===== config.mk =====
export PLATFORM = sky130hd
export DESIGN_NAME = hilo_muldiv_unit
export DESIGN_NICKNAME = d
export VERILOG_FILES = /design/src/rtl/hilo_muldiv_unit.sv
export SDC_FILE = /design/constraint.sdc
export NUM_CORES = 1
export LEC_CHECK = 0
export CAP_MARGIN = 40
export CORE_MARGIN = 2
export CORE_UTILIZATION = 55
export CTS_BUF_LIST = sky130_fd_sc_hd__clkbuf_4 sky130_fd_sc_hd__clkbuf_8
export CTS_CLUSTER_DIAMETER = 40
export CTS_CLUSTER_SIZE = 24
export DETAILED_ROUTE_END_ITERATION = 10
export PLACE_DENSITY = 0.79
export SETUP_SLACK_MARGIN = 0.05
export SYNTH_ARGS = -nofsm -noshare
export SYNTH_HDL_FRONTEND = slang
export SYNTH_SLANG_ARGS = --single-unit
export TNS_END_PERCENT = 20

===== constraint.sdc =====
create_clock -name clk -period 3.1 [get_ports clk]
set_input_delay 0.31 -clock clk [delete_from_list [all_inputs] [get_ports clk]]
set_output_delay 0.31 -clock clk [all_outputs]
set_load 0.01 [all_outputs]

===== src/rtl/hilo_muldiv_unit.sv =====
// hilo_muldiv_unit
//   Iterative multiply/divide unit feeding the HI/LO register pair.
//   Executes MULT, MULTU, DIV and DIVU one bit per cycle. It holds busy
//   high while working and presents a 2*WIDTH result on hi_out/lo_out,
//   together with a one-cycle done/hilo_we strobe.
//
// Ports
//   clk      rising-edge clock
//   rst      synchronous active-high reset
//   start    request a new operation (sampled only in IDLE)
//   op       00 MULT, 01 MULTU, 10 DIV, 11 DIVU
//   src_a    multiplicand / dividend (rs)
//   src_b    multiplier / divisor (rt)
//   cancel   pipeline flush, aborts any operation in flight
//   busy     stall request, high in MUL/DIV/FIN
//   done     one-cycle result-valid pulse
//   hilo_we  HI/LO write enable, identical to done
//   hi_out   product high half or remainder
//   lo_out   product low half or quotient
module hilo_muldiv_unit #(
  parameter int WIDTH = 32,
  parameter int CNT_W = 6
) (
  input  logic             clk,
  input  logic             rst,
  input  logic             start,
  input  logic [1:0]       op,
  input  logic [WIDTH-1:0] src_a,
  input  logic [WIDTH-1:0] src_b,
  input  logic             cancel,
  output logic             busy,
  output logic             done,
  output logic             hilo_we,
  output logic [WIDTH-1:0] hi_out,
  output logic [WIDTH-1:0] lo_out
);

  localparam logic [1:0] S_IDLE = 2'd0;
  localparam logic [1:0] S_MUL  = 2'd1;
  localparam logic [1:0] S_DIV  = 2'd2;
  localparam logic [1:0] S_FIN  = 2'd3;

  logic [1:0]         state;
  logic [CNT_W-1:0]   cnt;
  // For MUL: {partial product high, remaining multiplier bits}.
  // For DIV: {partial remainder, remaining dividend / built quotient}.
  logic [2*WIDTH-1:0] acc;
  // Multiplicand magnitude for MUL, divisor magnitude for DIV.
  logic [WIDTH-1:0]   operand;
  logic [1:0]         op_q;
  logic               sign_a;
  logic               sign_b;
  logic [WIDTH-1:0]   a_orig;
  logic [WIDTH-1:0]   hi_q;
  logic [WIDTH-1:0]   lo_q;

  logic               in_sign_a;
  logic               in_sign_b;
  logic [WIDTH-1:0]   abs_a;
  logic [WIDTH-1:0]   abs_b;

  logic [WIDTH:0]     mul_sum;
  logic [2*WIDTH-1:0] mul_next;
  logic [WIDTH:0]     div_shift;
  logic [WIDTH+1:0]   div_diff;
  logic [2*WIDTH-1:0] div_next;
  logic               last_iter;

  logic [2*WIDTH-1:0] prod_neg;
  logic [WIDTH-1:0]   fin_hi;
  logic [WIDTH-1:0]   fin_lo;

  // Operand magnitudes; op[0]=1 selects the unsigned variants.
  always_comb begin
    in_sign_a = ~op[0] & src_a[WIDTH-1];
    in_sign_b = ~op[0] & src_b[WIDTH-1];
    abs_a     = in_sign_a ? -src_a : src_a;
    abs_b     = in_sign_b ? -src_b : src_b;
  end

  // Shift-add step: add the multiplicand into the high half when the
  // current multiplier bit is set, then shift the whole pair right. The
  // carry out of the add re-enters at the top, so nothing is lost.
  always_comb begin
    mul_sum  = {1'b0, acc[2*WIDTH-1:WIDTH]} + (acc[0] ? {1'b0, operand} : '0);
    mul_next = {mul_sum, acc[WIDTH-1:1]};
  end

  // Restoring division step: bring in the next dividend bit and try the
  // subtraction. The top bit of the extended difference is the borrow.
  // When it succeeds the difference is below the divisor and fits in WIDTH.
  always_comb begin
    div_shift = {acc[2*WIDTH-1:WIDTH], acc[WIDTH-1]};
    div_diff  = {1'b0, div_shift} - {2'b00, operand};
    if (!div_diff[WIDTH+1])
      div_next = {div_diff[WIDTH-1:0], acc[WIDTH-2:0], 1'b1};
    else
      div_next = {div_shift[WIDTH-1:0], acc[WIDTH-2:0], 1'b0};
  end

  assign last_iter = (cnt == CNT_W'(WIDTH - 1));

  // Sign correction applied to the unsigned magnitude result in FIN. A zero
  // divisor bypasses the datapath and returns all ones / original dividend.
  // The -2^(W-1) / -1 case needs no special handling: the magnitude
  // quotient 2^(W-1) already reads back as the wrapped negative value.
  always_comb begin
    prod_neg = -acc;
    fin_hi   = acc[2*WIDTH-1:WIDTH];
    fin_lo   = acc[WIDTH-1:0];
    if (!op_q[1]) begin
      if (sign_a ^ sign_b) begin
        fin_hi = prod_neg[2*WIDTH-1:WIDTH];
        fin_lo = prod_neg[WIDTH-1:0];
      end
    end else if (operand == '0) begin
      fin_hi = a_orig;
      fin_lo = '1;
    end else begin
      if (sign_a ^ sign_b)
        fin_lo = -acc[WIDTH-1:0];
      if (sign_a)
        fin_hi = -acc[2*WIDTH-1:WIDTH];
    end
  end

  // Control and datapath registers. cancel only ever leaves the held
  // result untouched; FIN ignores it so a result already computed is kept.
  always_ff @(posedge clk) begin
    if (rst) begin
      state   <= S_IDLE;
      cnt     <= '0;
      acc     <= '0;
      operand <= '0;
      op_q    <= '0;
      sign_a  <= 1'b0;
      sign_b  <= 1'b0;
      a_orig  <= '0;
      hi_q    <= '0;
      lo_q    <= '0;
    end else begin
      case (state)
        S_IDLE: begin
          if (start && !cancel) begin
            op_q    <= op;
            sign_a  <= in_sign_a;
            sign_b  <= in_sign_b;
            a_orig  <= src_a;
            cnt     <= '0;
            acc     <= {{WIDTH{1'b0}}, (op[1] ? abs_a : abs_b)};
            operand <= op[1] ? abs_b : abs_a;
            state   <= op[1] ? S_DIV : S_MUL;
          end
        end
        S_MUL, S_DIV: begin
          if (cancel) begin
            state <= S_IDLE;
          end else begin
            acc <= (state == S_MUL) ? mul_next : div_next;
            cnt <= cnt + 1'b1;
            if (last_iter)
              state <= S_FIN;
          end
        end
        S_FIN: begin
          hi_q  <= fin_hi;
          lo_q  <= fin_lo;
          state <= S_IDLE;
        end
        default: state <= S_IDLE;
      endcase
    end
  end

  // The visible result is the freshly corrected value during FIN and the
  // held copy at all other times.
  assign done    = (state == S_FIN);
  assign hilo_we = done;
  assign busy    = (state != S_IDLE);
  assign hi_out  = done ? fin_hi : hi_q;
  assign lo_out  = done ? fin_lo : lo_q;

endmodule

# Yosys cells after proc, flatten, opt, wreduce, memory -nomap -nowiden
# Index checks and enable logic that the tools add are counted.
[classes] add_sub_neg=8 eq_ne=7 n_mux=28 bitwise_logic=4 n_reduce_logical=10
[ops] cell="32-bit two-way mux" count=15
[ops] cell="64-bit two-way mux" count=4
[ops] cell="32-bit negator" count=4
[ops] cell="64-bit case mux with 2 select lines" count=1
[ops] cell="64-bit negator" count=1
[ops] cell="33-bit by 32-bit subtractor with 34-bit output" count=1
[ops] cell="32-bit by 32-bit adder with 33-bit output" count=1
[ops] cell="32-bit logical NOT" count=1
[ops] cell="6-bit two-way mux" count=2
[ops] cell="6-bit case mux with 2 select lines" count=1
[ops] cell="2-bit two-way mux" count=4
[ops] cell="6-bit by 1-bit adder with 6-bit output, second input constant" count=1
[ops] cell="6-bit by 5-bit == test with 1-bit output, second input constant" count=1
[ops] cell="2-bit case mux with 3 select lines" count=1
[ops] cell="2-bit == test, second input constant" count=2
[ops] cell="2-bit != test, second input constant" count=2
[ops] cell="2-bit AND reduction" count=2
[ops] cell="2-bit nonzero test" count=2
[ops] cell="3-bit != test, second input constant" count=1
[ops] cell="3-bit AND reduction" count=1
[ops] cell="1-bit bitwise AND" count=2
[ops] cell="2-bit by 1-bit == test with 1-bit output, second input constant" count=1
[ops] cell="2-bit logical NOT" count=1
[ops] cell="2-bit OR reduction" count=1
[ops] cell="4 further kinds" count=4
[word_totals] ff_bits=204 in_bits=70 output_inout_bits=67

# Longest topological paths before layout
# Gate-level depths: netlist of run 1.
[logic_depth] depth_word=6 mapped_depth=14

# Worst setup path before layout of run 1
# No wires, ideal clock.
[synth_path] kind="register -> register" startpoint="reg acc[0]" endpoint="reg acc[56]" t_arrival_ps=2981 t_required_ps=2965 setup_slack_ps=-17 path_stages_with_launch=14 period_less_slack_ps=3117 path_cell_list="dfxtp_1 -> clkinv_1 -> clkbuf_1 -> nor2_1 -> ha_1 -> a21o_1 -> a21o_1 -> a211o_1 -> o2111ai_1 -> a31oi_1 -> and2_1 -> o41ai_1 -> xor2_1 -> o221ai_1"
[synth_via] elab_chain_len=5
[synth_rtl] item="start, declared" line_no="47" source="logic [2*WIDTH-1:0] acc;"
[synth_rtl] item="start signal, assigned" line_no="150" source="acc <= {{WIDTH{1'b0}}, (op[1] ? abs_a : abs_b)};"
[synth_rtl] item="start signal, assigned" line_no="159" source="acc <= (state == S_MUL) ? mul_next : div_next;"
[synth_rtl] item="32-bit two-way mux" line_no="85" source="mul_sum = {1'b0, acc[2*WIDTH-1:WIDTH]} + (acc[0] ? {1'b0, operand} : '0);"
[synth_rtl] item="32-bit by 32-bit adder with 33-bit output" line_no="85"
[synth_rtl] item="64-bit two-way mux" line_no="159"
[synth_rtl] item="64-bit two-way mux" line_no="156" source="if (cancel) begin"
[synth_rtl] item="64-bit case mux with 2 select lines" line_no="142" source="case (state)"
# Every way passes these cells. The select of a mux whose other input is x is not followed.
# A chain may end at the register's enable or synchronous reset.

# Worst setup path after layout of run 1
[layout_path] startpoint="reg acc[0]" endpoint="out hi_out[22]"
[layout_via] elab_chain_len=4
[layout_rtl] item="64-bit negator" line_no="108" source="prod_neg = -acc;"
[layout_rtl] item="32-bit two-way mux" line_no="112" source="if (sign_a ^ sign_b) begin"
[layout_rtl] item="32-bit two-way mux" line_no="111" source="if (!op_q[1]) begin"
[layout_rtl] item="32-bit two-way mux"
[layout_rtl] item="end, declared" line_no="34" source="output logic [WIDTH-1:0] hi_out,"
# Every way passes these cells.

==> qor.csv, run 1 <==
metric,value,unit
Final Cycle Share,123,%
initial antenna violation count,3,
hold path cells,3,
Crit path max-delay family,simple AND/OR/NAND/NOR gates,
fin. max-slew vios,0,
routability cong.,1.06,
crit path launch,acc[0],
Final #Nets,2851,
insertion delay to the later sink of the worst-skew pair,590,ps
max frequency,0.262,GHz
crit path cell chain,clkinv_1 -> buf_12 -> ha_2 -> nor2b_4 -> nand4b_4 -> nor3_4 -> nand2_4 -> buf_6 -> buf_4 -> o31ai_4 -> nor3_1 -> o32a_1 -> buf_2,
Die Span Y,178,µm
num rows,63,
Crit path buffers/inverters,5,
vias in the first global route,19560,
DR pass1 iterations,9,
cts bufs inserted,34,
Worst path slowest cell,nor3_4,
Initial Util,56.0,%
Reg2Reg Launch Point,acc[32],
dpl ws,-348,ps
die area,31700,µm²
worst hold path startpoint,rst,
Area contributors post-synth,"dfxtp_1 24%, a21oi_1 6.7%, nand2_1 5.9%, nor2_1 5.7%, xnor2_1 5.5%",
R2R Setup Slk,-130,ps
min Tclk post-route,3820,ps
Mapped Area,16600,µm²
Max-cap violations,0,
number of synthesized flops with an enable pin,0,
DRT iter0 DRCs,3058,
Core ar.,29700,µm²
CP max FO,7,
Syn Nets,2441,
leakage power,9.73,nW
io pins,137,
CTS tree,done,
Final ANT Viol Nets,0,
proportion of netlist area held by the largest area contributor,24.4,%
VDD IR max,1.86,mV
dpl hpwl,54.0,mm
DRC,0,
synth unique cells,80,
vias post-DR,20458,
share of post-route cells with drive strength above 1,26.4,%
# hold bufs at CTS,0,
status,"finished, violations left",
CP Launch Type,flip-flop,
Critical Path RT,2790,ps
Hold Path Sink,operand[8],
Setup-failing EPs final,58,
Slew HR,46.2,%
Post-Route WL,75.4,mm
final hold vios,0,
Clock Tree Buf Depth,3,
PortBufs,136,
"commonest non-fill, non-tap cell in the layout",buf_4,
nature of the critical path endpoint,output port,
RSZ-0062 raised after global routing,yes,
failing checks,negative setup slack,
Root Driver,clkbuf_8,
clk_skew,68.4,ps
Least-Margin Pin Slew,807,ps
min-delay worst type,input port to flip-flop,
syn_area_per_cell,7.25,µm²
Setup CP Type,flip-flop to output port,
Final Core Density,76.5,%
Setup WS post-layout,-716,ps
post-synthesis async set-or-reset flop share,0,%
crit path DAT,3510,ps
H-tree Lvls,2,
sequential cell area fraction in the yosys report,24.4,%
via/cell ratio,6.55,
all-layer global routing usage,45.6,%
area grow syn2layout,36.6,%
P per Cell Area,1070,nW/µm²
Synth Warn #,0,
Synth area leader,dfxtp_1,
"commonest cells after routing, fill and taps aside","388 x buf_4, 255 x nand2_1, 243 x nor2_1",
Syn Inst Count,2297,
crit-path max cell delay,500,ps
GR Overflow Total,0,
clock slew at reported path FFs,80,ps
first-pass GRT wire length,111,mm
worst flop-to-flop path endpoint,acc[49],
Main synth FF type,dfxtp_1,
routed len/inst,24.1,µm
Yosys reg bits,203,
CTS Sinks,203,
Die Span X,178,µm
worst r2r path cells,13,
largest net degree at the start of global routing,129,
worst max-delay path by stage:
| stage | to | cells past startpoint |
|---|---|---|
| after floorplan | acc[56] | 13 |
| after global routing | hi_out[22] | 11 |
| after global placement | hi_out[27] | 11 |
| final | hi_out[22] | 13 |
| after CTS | hi_out[23] | 10 |
| after detailed placement | hi_out[27] | 11 |
layout make-up:
class	instances	area (µm²)
multi-input cells	1846	12500
fillers	2136	6980
repair buffers	548	4510
flip-flops and latches	203	4080
clock buffers	37	503
well taps	390	488
clock inverters	23	318
inverters	74	283
diodes	2	5.00
registers in the layout, summed over array words and instances, names as in the netlist:
register and count:
acc 64, a_orig 32, hi_q 32, lo_q 32, operand 32, cnt 6
state 2, op_q 1, sign_a 1, sign_b 1
synthesized netlist by cell type (13+ instances only):
library cell	count
ha_1	72
o31ai_1	26
inv_1	70
o211ai_1	36
or3_1	14
a22oi_1	14
xor2_1	95
nor2b_1	64
nand3_1	32
nor4_1	32
nand2_1	260
clkbuf_1	154
o21a_1	13
o21ai_0	119
nand2b_1	20
nor3_1	67
mux2_2	22
nor2_1	252
nand4_1	25
a31oi_1	19
a211oi_1	64
o221ai_1	14
a21oi_1	223
dfxtp_1	203
xnor2_1	105
a21o_1	35
o22a_1	13
mux2i_1	48
routing by layer:
metal | track usage (%) | vias up | share of wire, %
li1 | - | 9016 | -
met1 | 56.8 | 9510 | 37
met2 | 70.9 | 1511 | 43
met3 | 11.5 | 419 | 13
met4 | 27.5 | 2 | 7.5
met5 | 0 | - | 0.041
through the flow:
step	area [µm²]	std cells	TNS, ps	hold WS (ps)	power [mW]
floorplan	16700	2297	0	433	12.2
global placement	20900	3032	-11120	444	18.5
detailed placement	20900	3033	-12590	453	18.7
CTS	22400	3123	-8360	343	22.6
global route	22700	3121	-21830	401	25.3
finish	22700	3123	-16690	351	24.2
power breakdown:
group | switching, mW | internal (mW)
clock | 1.33 | 1.65
sequential | 0.503 | 3.12
combinational | 10.1 | 7.57
worst min-delay path, delay by kind of cell:
kind	cells	cell delay, ps
buffers and inverters	2	440
AND/OR/NAND/NOR	1	140
cell families (layout without fill, tap and decap cells):
kind of cell	after synthesis	in the layout	synth area share, %
DFF	203	203	24.4
adders and majority gates	74	74	5.65
other	0	2	0
buffers and inverters	248	682	5.70
AOI/OAI and AO/OA	668	668	25.8
muxes	70	70	4.37
xor gates and xnor gates	200	200	10.5
and+or+nand+nor	834	834	23.6
what timing repair did:
| action | 4_1_cts | 5_1_grt |
|---|---|---|
| gates resized for setup | 283 | 105 |
| buffers inserted | 30 | 6 |
| pin swaps | 59 | 41 |
| endpoints found under the setup margin | 97 | 99 |
(Power assumes the default switching activity.)
==> run 2, diff against run 1 <==
--- a/config.mk
+++ b/config.mk
@@ -14,6 +14,7 @@
 export DETAILED_ROUTE_END_ITERATION = 10
 export PLACE_DENSITY = 0.79
 export SETUP_SLACK_MARGIN = 0.05
+export SLEW_MARGIN = 20
 export SYNTH_ARGS = -nofsm -noshare
 export SYNTH_HDL_FRONTEND = slang
 export SYNTH_SLANG_ARGS = --single-unit
==> results of run 2 <==
The final DEF is identical to that of run 1; final timing and power are the same.
